## src/rtl/wb_shared_slave_arbiter.sv

```systemverilog
// Shares one Wishbone slave between two masters. Round-robin arbitration, and the bus stays locked while cyc is held.
// A watchdog ends any strobe the slave leaves unanswered with a local error.
module wb_shared_slave_arbiter #(
  parameter int ADR_WIDTH         = 24,
  parameter int TIMEOUT_CYCLES    = 255,
  parameter int TIMEOUT_CNT_WIDTH = 8
) (
  input  logic                 wb_clk_i,
  input  logic                 wb_rstn_i,
  input  logic                 m0_cyc_i,
  input  logic                 m0_stb_i,
  input  logic                 m0_we_i,
  input  logic [3:0]           m0_sel_i,
  input  logic [ADR_WIDTH-1:0] m0_adr_i,
  input  logic [31:0]          m0_dat_i,
  output logic [31:0]          m0_dat_o,
  output logic                 m0_ack_o,
  output logic                 m0_err_o,
  input  logic                 m1_cyc_i,
  input  logic                 m1_stb_i,
  input  logic                 m1_we_i,
  input  logic [3:0]           m1_sel_i,
  input  logic [ADR_WIDTH-1:0] m1_adr_i,
  input  logic [31:0]          m1_dat_i,
  output logic [31:0]          m1_dat_o,
  output logic                 m1_ack_o,
  output logic                 m1_err_o,
  output logic                 s_cyc_o,
  output logic                 s_stb_o,
  output logic                 s_we_o,
  output logic [3:0]           s_sel_o,
  output logic [ADR_WIDTH-1:0] s_adr_o,
  output logic [31:0]          s_dat_o,
  input  logic [31:0]          s_dat_i,
  input  logic                 s_ack_i,
  input  logic                 s_err_i,
  output logic [1:0]           grant_o,
  output logic                 timeout_o
);

  typedef enum logic [2:0] {IDLE, GRANT0, GRANT1, DRAIN0, DRAIN1} state_t;

  localparam bit WD_EN = (TIMEOUT_CYCLES > 0);
  localparam logic [TIMEOUT_CNT_WIDTH-1:0] TO_LAST =
    TIMEOUT_CNT_WIDTH'((TIMEOUT_CYCLES > 0) ? TIMEOUT_CYCLES - 1 : 0);

  state_t                       state_q, state_d;
  logic                         last_owner_q, last_owner_d;
  logic [TIMEOUT_CNT_WIDTH-1:0] cnt_q, cnt_d;
  logic                         timeout_q, timeout_d;

  logic                 own1, granted;
  logic                 sel_cyc, sel_stb, sel_we;
  logic [3:0]           sel_sel;
  logic [ADR_WIDTH-1:0] sel_adr;
  logic [31:0]          sel_dat;

  assign own1    = (state_q == GRANT1) || (state_q == DRAIN1);
  assign granted = (state_q == GRANT0) || (state_q == GRANT1);
  assign sel_cyc = own1 ? m1_cyc_i : m0_cyc_i;
  assign sel_stb = own1 ? m1_stb_i : m0_stb_i;
  assign sel_we  = own1 ? m1_we_i  : m0_we_i;
  assign sel_sel = own1 ? m1_sel_i : m0_sel_i;
  assign sel_adr = own1 ? m1_adr_i : m0_adr_i;
  assign sel_dat = own1 ? m1_dat_i : m0_dat_i;

  always_ff @(posedge wb_clk_i or negedge wb_rstn_i) begin
    if (!wb_rstn_i) begin
      state_q      <= IDLE;
      last_owner_q <= 1'b1;
      cnt_q        <= '0;
      timeout_q    <= 1'b0;
    end else begin
      state_q      <= state_d;
      last_owner_q <= last_owner_d;
      cnt_q        <= cnt_d;
      timeout_q    <= timeout_d;
    end
  end

  // Counter defaults to zero, which covers entry, slave termination and stb low.
  always_comb begin
    state_d      = state_q;
    last_owner_d = last_owner_q;
    cnt_d        = '0;
    timeout_d    = 1'b0;
    case (state_q)
      IDLE: begin
        if (m0_cyc_i && (!m1_cyc_i || last_owner_q)) begin
          state_d      = GRANT0;
          last_owner_d = 1'b0;
        end else if (m1_cyc_i) begin
          state_d      = GRANT1;
          last_owner_d = 1'b1;
        end
      end
      GRANT0, GRANT1: begin
        if (!sel_cyc) begin
          state_d = IDLE;
        end else if (sel_stb && !s_ack_i && !s_err_i) begin
          if (WD_EN && (cnt_q == TO_LAST)) begin
            state_d   = own1 ? DRAIN1 : DRAIN0;
            timeout_d = 1'b1;
          end else begin
            cnt_d = cnt_q + 1'b1;
          end
        end
      end
      DRAIN0, DRAIN1: begin
        if (!sel_cyc) state_d = IDLE;
      end
      default: state_d = IDLE;
    endcase
  end

  assign s_cyc_o = granted & sel_cyc;
  assign s_stb_o = granted & sel_stb;
  assign s_we_o  = granted & sel_we;
  assign s_sel_o = granted ? sel_sel : '0;
  assign s_adr_o = granted ? sel_adr : '0;
  assign s_dat_o = granted ? sel_dat : '0;

  // The local error is the first drain cycle only; later slave terminations are dropped.
  assign m0_ack_o = (state_q == GRANT0) & s_ack_i;
  assign m1_ack_o = (state_q == GRANT1) & s_ack_i;
  assign m0_err_o = ((state_q == GRANT0) & s_err_i) | ((state_q == DRAIN0) & timeout_q);
  assign m1_err_o = ((state_q == GRANT1) & s_err_i) | ((state_q == DRAIN1) & timeout_q);
  assign m0_dat_o = (state_q == GRANT0) ? s_dat_i : '0;
  assign m1_dat_o = (state_q == GRANT1) ? s_dat_i : '0;

  assign grant_o   = {own1, (state_q == GRANT0) || (state_q == DRAIN0)};
  assign timeout_o = timeout_q;

endmodule
```

## config.mk

```make
export PLATFORM = sky130hd
export DESIGN_NAME = wb_shared_slave_arbiter
export DESIGN_NICKNAME = d
export VERILOG_FILES = /design/src/rtl/wb_shared_slave_arbiter.sv
export SDC_FILE = /design/constraint.sdc
export NUM_CORES = 1
export LEC_CHECK = 0
export CORE_AREA = 2 2 114 116
export CTS_CLUSTER_DIAMETER = 100
export CTS_CLUSTER_SIZE = 16
export DETAILED_ROUTE_END_ITERATION = 12
export DIE_AREA = 0 0 116 118
export RECOVER_POWER = 25
export SYNTH_ARGS = -nofsm -noshare
export SYNTH_HDL_FRONTEND = slang
export SYNTH_SLANG_ARGS = --single-unit
```

## constraint.sdc

```tcl
create_clock -name wb_clk_i -period 3.5 [get_ports wb_clk_i]
set_clock_uncertainty 0.2 [all_clocks]
set_input_delay 0.7 -clock wb_clk_i [delete_from_list [all_inputs] [get_ports wb_clk_i]]
set_output_delay 0.7 -clock wb_clk_i [all_outputs]
set_load 0.01 [all_outputs]
```

== Yosys cells after proc, flatten, opt, wreduce, memory -nomap -nowiden ==
Index checks and enable logic that the tools add are counted.

* Output and inout port bits: 134
* Bits in registers: 13
* Word-level logic and storage cells: 70
* Bits of input ports: 162

* Bitwise logic cells: 11
* Add/subtract/negate cells: 1
* Equal/unequal tests: 9
* Reduce and logical (&&, ||, !) cells: 16
* Mux-type cells: 29

{| class="wikitable"
|+ Operators with widths
! operator !! number
|-
| 32-bit 2-to-1 mux || 4
|-
| 24-bit 2-to-1 mux || 2
|-
| 8-bit 2-to-1 mux || 4
|-
| 3-bit 2-to-1 mux || 7
|-
| 1-bit AND || 9
|-
| 1-bit 2-to-1 mux || 9
|-
| 3-bit inequality test, second input constant || 3
|-
| 3-bit case mux with 3 select lines || 1
|-
| 8-bit by 1-bit adder with 8-bit output, second input constant || 1
|-
| 8-bit == test, second input constant || 1
|-
| 4-bit 2-to-1 mux || 2
|-
| 3-bit by 2-bit == test with 1-bit output, second input constant || 2
|-
| 1-bit logical OR || 4
|-
| 4-bit AND reduction || 1
|-
| 2-bit OR reduction || 2
|-
| 3-bit by 1-bit == test with 1-bit output, second input constant || 1
|-
| 3-bit == test, second input constant || 1
|-
| 1-bit logical AND || 3
|-
| 1-bit zero test || 3
|-
| 3-bit zero test || 1
|-
| 2-bit inequality test, second input constant || 1
|-
| 1-bit OR || 2
|-
| 2-bit AND reduction || 1
|-
| 2-bit nonzero test || 1
|}

== Logic depth before layout (Yosys ltp) ==
* Word-level depth: 8
* Gate-level depth with buffers: 7
* Depth with buffers taken out: 5

== Least setup slack after synthesis ==
No wires, ideal clock.

* Kind: reg2out
* From: reg state_q[2]
* To: out s_adr_o[14]
* Buffers on the path: 2
* Arrival time: 1316 ps
* Required time: 2600 ps
* Cell stages (with the launch flop): 7
* Slack: 1284 ps
* Cells stage by stage: dfrtp_1 > buf_6 > nand2b_1 > nor2_4 > nor2_4 > buf_6 > a21oi_1

* Word-level cells in the longest chain between the ends: 4
* Elaborated cells on any way between the ends: 7
* Those cells by class: eq/ne: 3; mux: 2; reduce/logical: 2

{| class="wikitable"
|+ Ends and longest elaborated chain
! item !! line !! source
|-
| start: declaration || 47 || <nowiki>state_t state_q, state_d;</nowiki>
|-
| start signal: assignment || 74 || <nowiki>state_q <= state_d;</nowiki>
|-
| 3-bit by 2-bit == test with 1-bit output / 3-bit == test (equally long branches) || 58, 59 ||
|-
| 1-bit logical OR || 58 || <nowiki>assign own1 = (state_q == GRANT1) || (state_q == DRAIN1);</nowiki>
|-
| 24-bit 2-to-1 mux || 64 || <nowiki>assign sel_adr = own1 ? m1_adr_i : m0_adr_i;</nowiki>
|-
| 24-bit 2-to-1 mux (*) || 120 || <nowiki>assign s_adr_o = granted ? sel_adr : '0;</nowiki>
|-
| end: declaration || 32 || <nowiki>output logic [ADR_WIDTH-1:0] s_adr_o,</nowiki>
|}

Mark *: on every way between the ends. The rest lies on a longest branch, timed or not.

== Worst setup path after layout ==
* From: reg state_q[0]
* To: out m1_dat_o[20]

* Word-level cells in the longest chain between the ends: 2

{| class="wikitable"
|+ Ends and longest elaborated chain
! item !! line !! source
|-
| 3-bit by 2-bit == test with 1-bit output || 129 || <nowiki>assign m1_dat_o = (state_q == GRANT1) ? s_dat_i : '0;</nowiki>
|-
| 32-bit 2-to-1 mux || 129 ||
|-
| end: declaration || 25 || <nowiki>output logic [31:0] m1_dat_o,</nowiki>
|}

Every way passes these cells.

==> key figures <==
Status
  • Status: finished clean

STA
  • Actual transition at the worst max-transition pin: between 0.9 and 1 ns
  • Setup total negative slack: 0 ns
  • Pins Over Slew Limit: 0
  • RSZ-0062 raised after global routing: no
  • Upper clock frequency limit: 300 MHz
  • Worst slew slack as a fraction of its limit: a little under two fifths
  • Final worst path period need: 3.34 ns
  • Hold Violations, Final: 0
  • Endpoints failing setup: 0
  • Period utilisation layout: approximately 95%

Synth
  • Post-synth cell types: 39
  • Share of synthesized area occupied by flip-flops and latches: 14.5%
  • Cell count after synthesis: 362
  • Simple-Gate Fraction of Synth Area: 49.2%
  • Number of warnings reported in the yosys synthesis log: 0
  • Area share of xor/xnor cells in the synthesized design: 3.10%
  • Netlist area before placement: 2260 µm²
  • Share of synthesized area spent on multiplexers: 0.443%
  • Dominant combinational cell family by area after synthesis: simple AND/OR/NAND/NOR gates
  • Area fraction in compound gates after synthesis: between 20% and 30%
  • Adder and majority cell fraction of the synthesized area: 1.11%
  • Net count of the mapped netlist: 526
  • #FFs+latches synth: 13
  • Average cell area after synthesis: 6.24 µm²

Drt
  • Final wirelength: 13.2 mm
  • Number of design-rule violations left by the first detailed-router iteration: ~230
  • Final routed wire length divided by cell count: between 15 and 20 µm
  • Ratio of routed vias to standard cells: 4.33
  • Number of DRC violations after detailed routing: 0
  • Total number of vias: approximately 3500
  • Number of detailed-route iterations in the first pass: 5
  • Post-route ant nets: 0

GRT
  • Initial antenna violation count: 0
  • First-pass GRT wire length: 19.1 mm
  • Global router's overall resource usage: 17.5%
  • Global-route congestion overflow total: 0
  • Largest net degree at the start of global routing: 63
  • Vias in the first global route: 3416

Final layout
  • Most common cell after layout, fill and taps aside: clkdlybuf4s50_1
  • Antenna diodes: 0
  • Share of cells above drive strength 1: ~6.7%
  • Number of nets in the layout: 810
  • Final core utilization: 43.4%
  • Most frequent cells in the layout: clkdlybuf4s50_1, nand2_1, and2_1, a21oi_1, a21oi_2
  • Syn-to-layout area delta: 139%

CTS
  • Worst-skew pair later-pin latency: between 0.2 and 0.25 ns
  • Number of CTS-inserted buffers: 3
  • TritonCTS clock tree: built
  • Maximum buffer depth of the clock tree: 2
  • Buffer cell driving the clock tree root: clkbuf_16
  • Clock slew at the register clock pins of the worst setup and hold paths: 0.05 ns
  • Htree depth: 1
  • Postcts setup bufs: 0
  • Hold-fix buffers, CTS: 0
  • Sinks on Clock Net: 13

Worst setup path
  • Type of element capturing the critical path: primary output
  • Crit path max-delay family: buffers and inverters
  • Cell with the largest stage delay on the worst path: dlygate4sd3_1
  • Largest driver fanout on the critical path: 34
  • Max stage delay on crit path: 0.61 ns
  • Required time at the worst-slack endpoint: 2.60 ns
  • Cell-by-cell trace of the critical path: nor3_4 -> clkbuf_2 -> and2_1 -> dlygate4sd3_1
  • Class of the most critical setup path: reg2out
  • Buffer and inverter count on the worst path: 2
  • Arrival @ worst endpoint: 2.44 ns
  • Kind of start point of the critical path: register

Die
  • Initial standard-cell utilization of the core: between 15 and 20%
  • Die area: 13700 µm²
  • Floorplan row count: ~40
  • I/O pin cnt: 296
  • DIE HEIGHT: 118 µm
  • Std-Cell Core Area: 12400 µm²
  • Die X-Extent: 116 µm

Pwr
  • PD cells: 531 nW/µm²
  • Peak ir drop on the vdd network: between 200 and 300 µV
  • Leakage power summed over all cells: about 0.0021 µW

Placed design
  • Placer congestion estimate: roughly 0.94
  • Hpwl dp: between 10 and 15 mm
  • IO Port Bufs: 295

Run
  • Number of max-capacitance violations reported: 0

Hold path
  • Hold/Removal Path Class: reg2reg
## cells in the mapped netlist, drive strengths merged
cell type,number,area (µm²)
a21bo,1,10.0
a21oi,65,393
a31oi,1,6.26
a41oi,1,8.76
and2,67,419
and3,1,6.26
and4,3,26.3
buf,23,173
clkbuf,6,22.5
dfrtp,12,300
dfstp,1,26.3
ha,2,25.0
inv,5,18.8
mux2i,1,10.0
nand2,128,483
nand2b,3,18.8
nand3,5,25.0
nand3b,3,22.5
nand4,2,12.5
nor2,5,33.8
nor3,9,56.3
nor3b,1,7.51
o2111ai,1,8.76
o211a,1,17.5
o211ai,1,12.5
o21a,1,7.51
o21ai,4,31.3
o31ai,1,7.51
xnor2,2,17.5
xor2,6,52.6
## through the flow
stage               std cells  setup slack (ns)  power, µW  instance area, µm²  hold WS [ns]
global placement          812             0.216       2660                5340         0.356
global route              817           0.00136       3060                5390         0.409
detailed placement        812             0.140       2670                5340         0.360
finish                    817             0.165       2860                5390         0.368
CTS                       817            0.0371       2930                5420         0.368
floorplan                 362              1.28       1380                2260         0.204
## final cells by class
type / instances / area (µm²)
Inverter: 5 / 18.8
Fill cell: 1287 / 7020
Sequential cell: 13 / 327
Tap cell: 172 / 215
Multi-Input combinational cell: 316 / 1710
Timing Repair Buffer: 307 / 3040
Clock buffer: 4 / 78.8
## where the power goes
part           internal (µW)  switching (µW)
registers                170            21.1
clock network            153            60.4
logic                   1240            1220
## cell families (layout without fill, tap and decap cells)
kind of cell | count (synthesis) | after routing
flops | 13 | 13
buf+inv | 34 | 316
compound gates | 77 | 77
mux | 1 | 1
simple gates | 227 | 228
fa+ha+maj | 2 | 2
xor+xnor | 8 | 8
## what timing repair did
| item | in CTS | in global routing |
|---|---|---|
| setup endpoints to repair | 25 | 35 |
| pin swaps | 1 | 0 |
| gates resized for setup | 0 | 6 |
| gates cloned | 1 | 0 |
## final timing paths
check                                     end  slack, ns                   start  cells past startpoint
setup / recovery                 m1_dat_o[20]       0.16  state_q[0]$_DFFE_PN0P_                      4
hold / removal             cnt_q[0]$_DFF_PN0_       0.37      cnt_q[0]$_DFF_PN0_                      1
setup reg to reg           cnt_q[3]$_DFF_PN0_       1.24  state_q[2]$_DFFE_PN0P_                      5
hold reg to reg            cnt_q[0]$_DFF_PN0_       0.37      cnt_q[0]$_DFF_PN0_                      1
max in group asynchronous  cnt_q[7]$_DFF_PN0_       2.01               wb_rstn_i                      1
min in group asynchronous  cnt_q[1]$_DFF_PN0_       0.70               wb_rstn_i                      1
## flip-flops by register name, indices dropped and copies added, names as in the netlist
register / flops
last_owner_q: 1
cnt_q: 8
state_q: 3
timeout_o: 1
## metal layers
metal / GRT usage (%) / vias to the layer above / part of all wire [%]
met2: 29.1 / 198 / 46
met1: 21.9 / 1571 / 41
li1: - / 1749 / -
met3: 6.44 / 16 / 12
met5: 0 / - / 0
met4: 3.05 / 0 / 1.9
No activity file was read; power rests on OpenSTA's default activity.
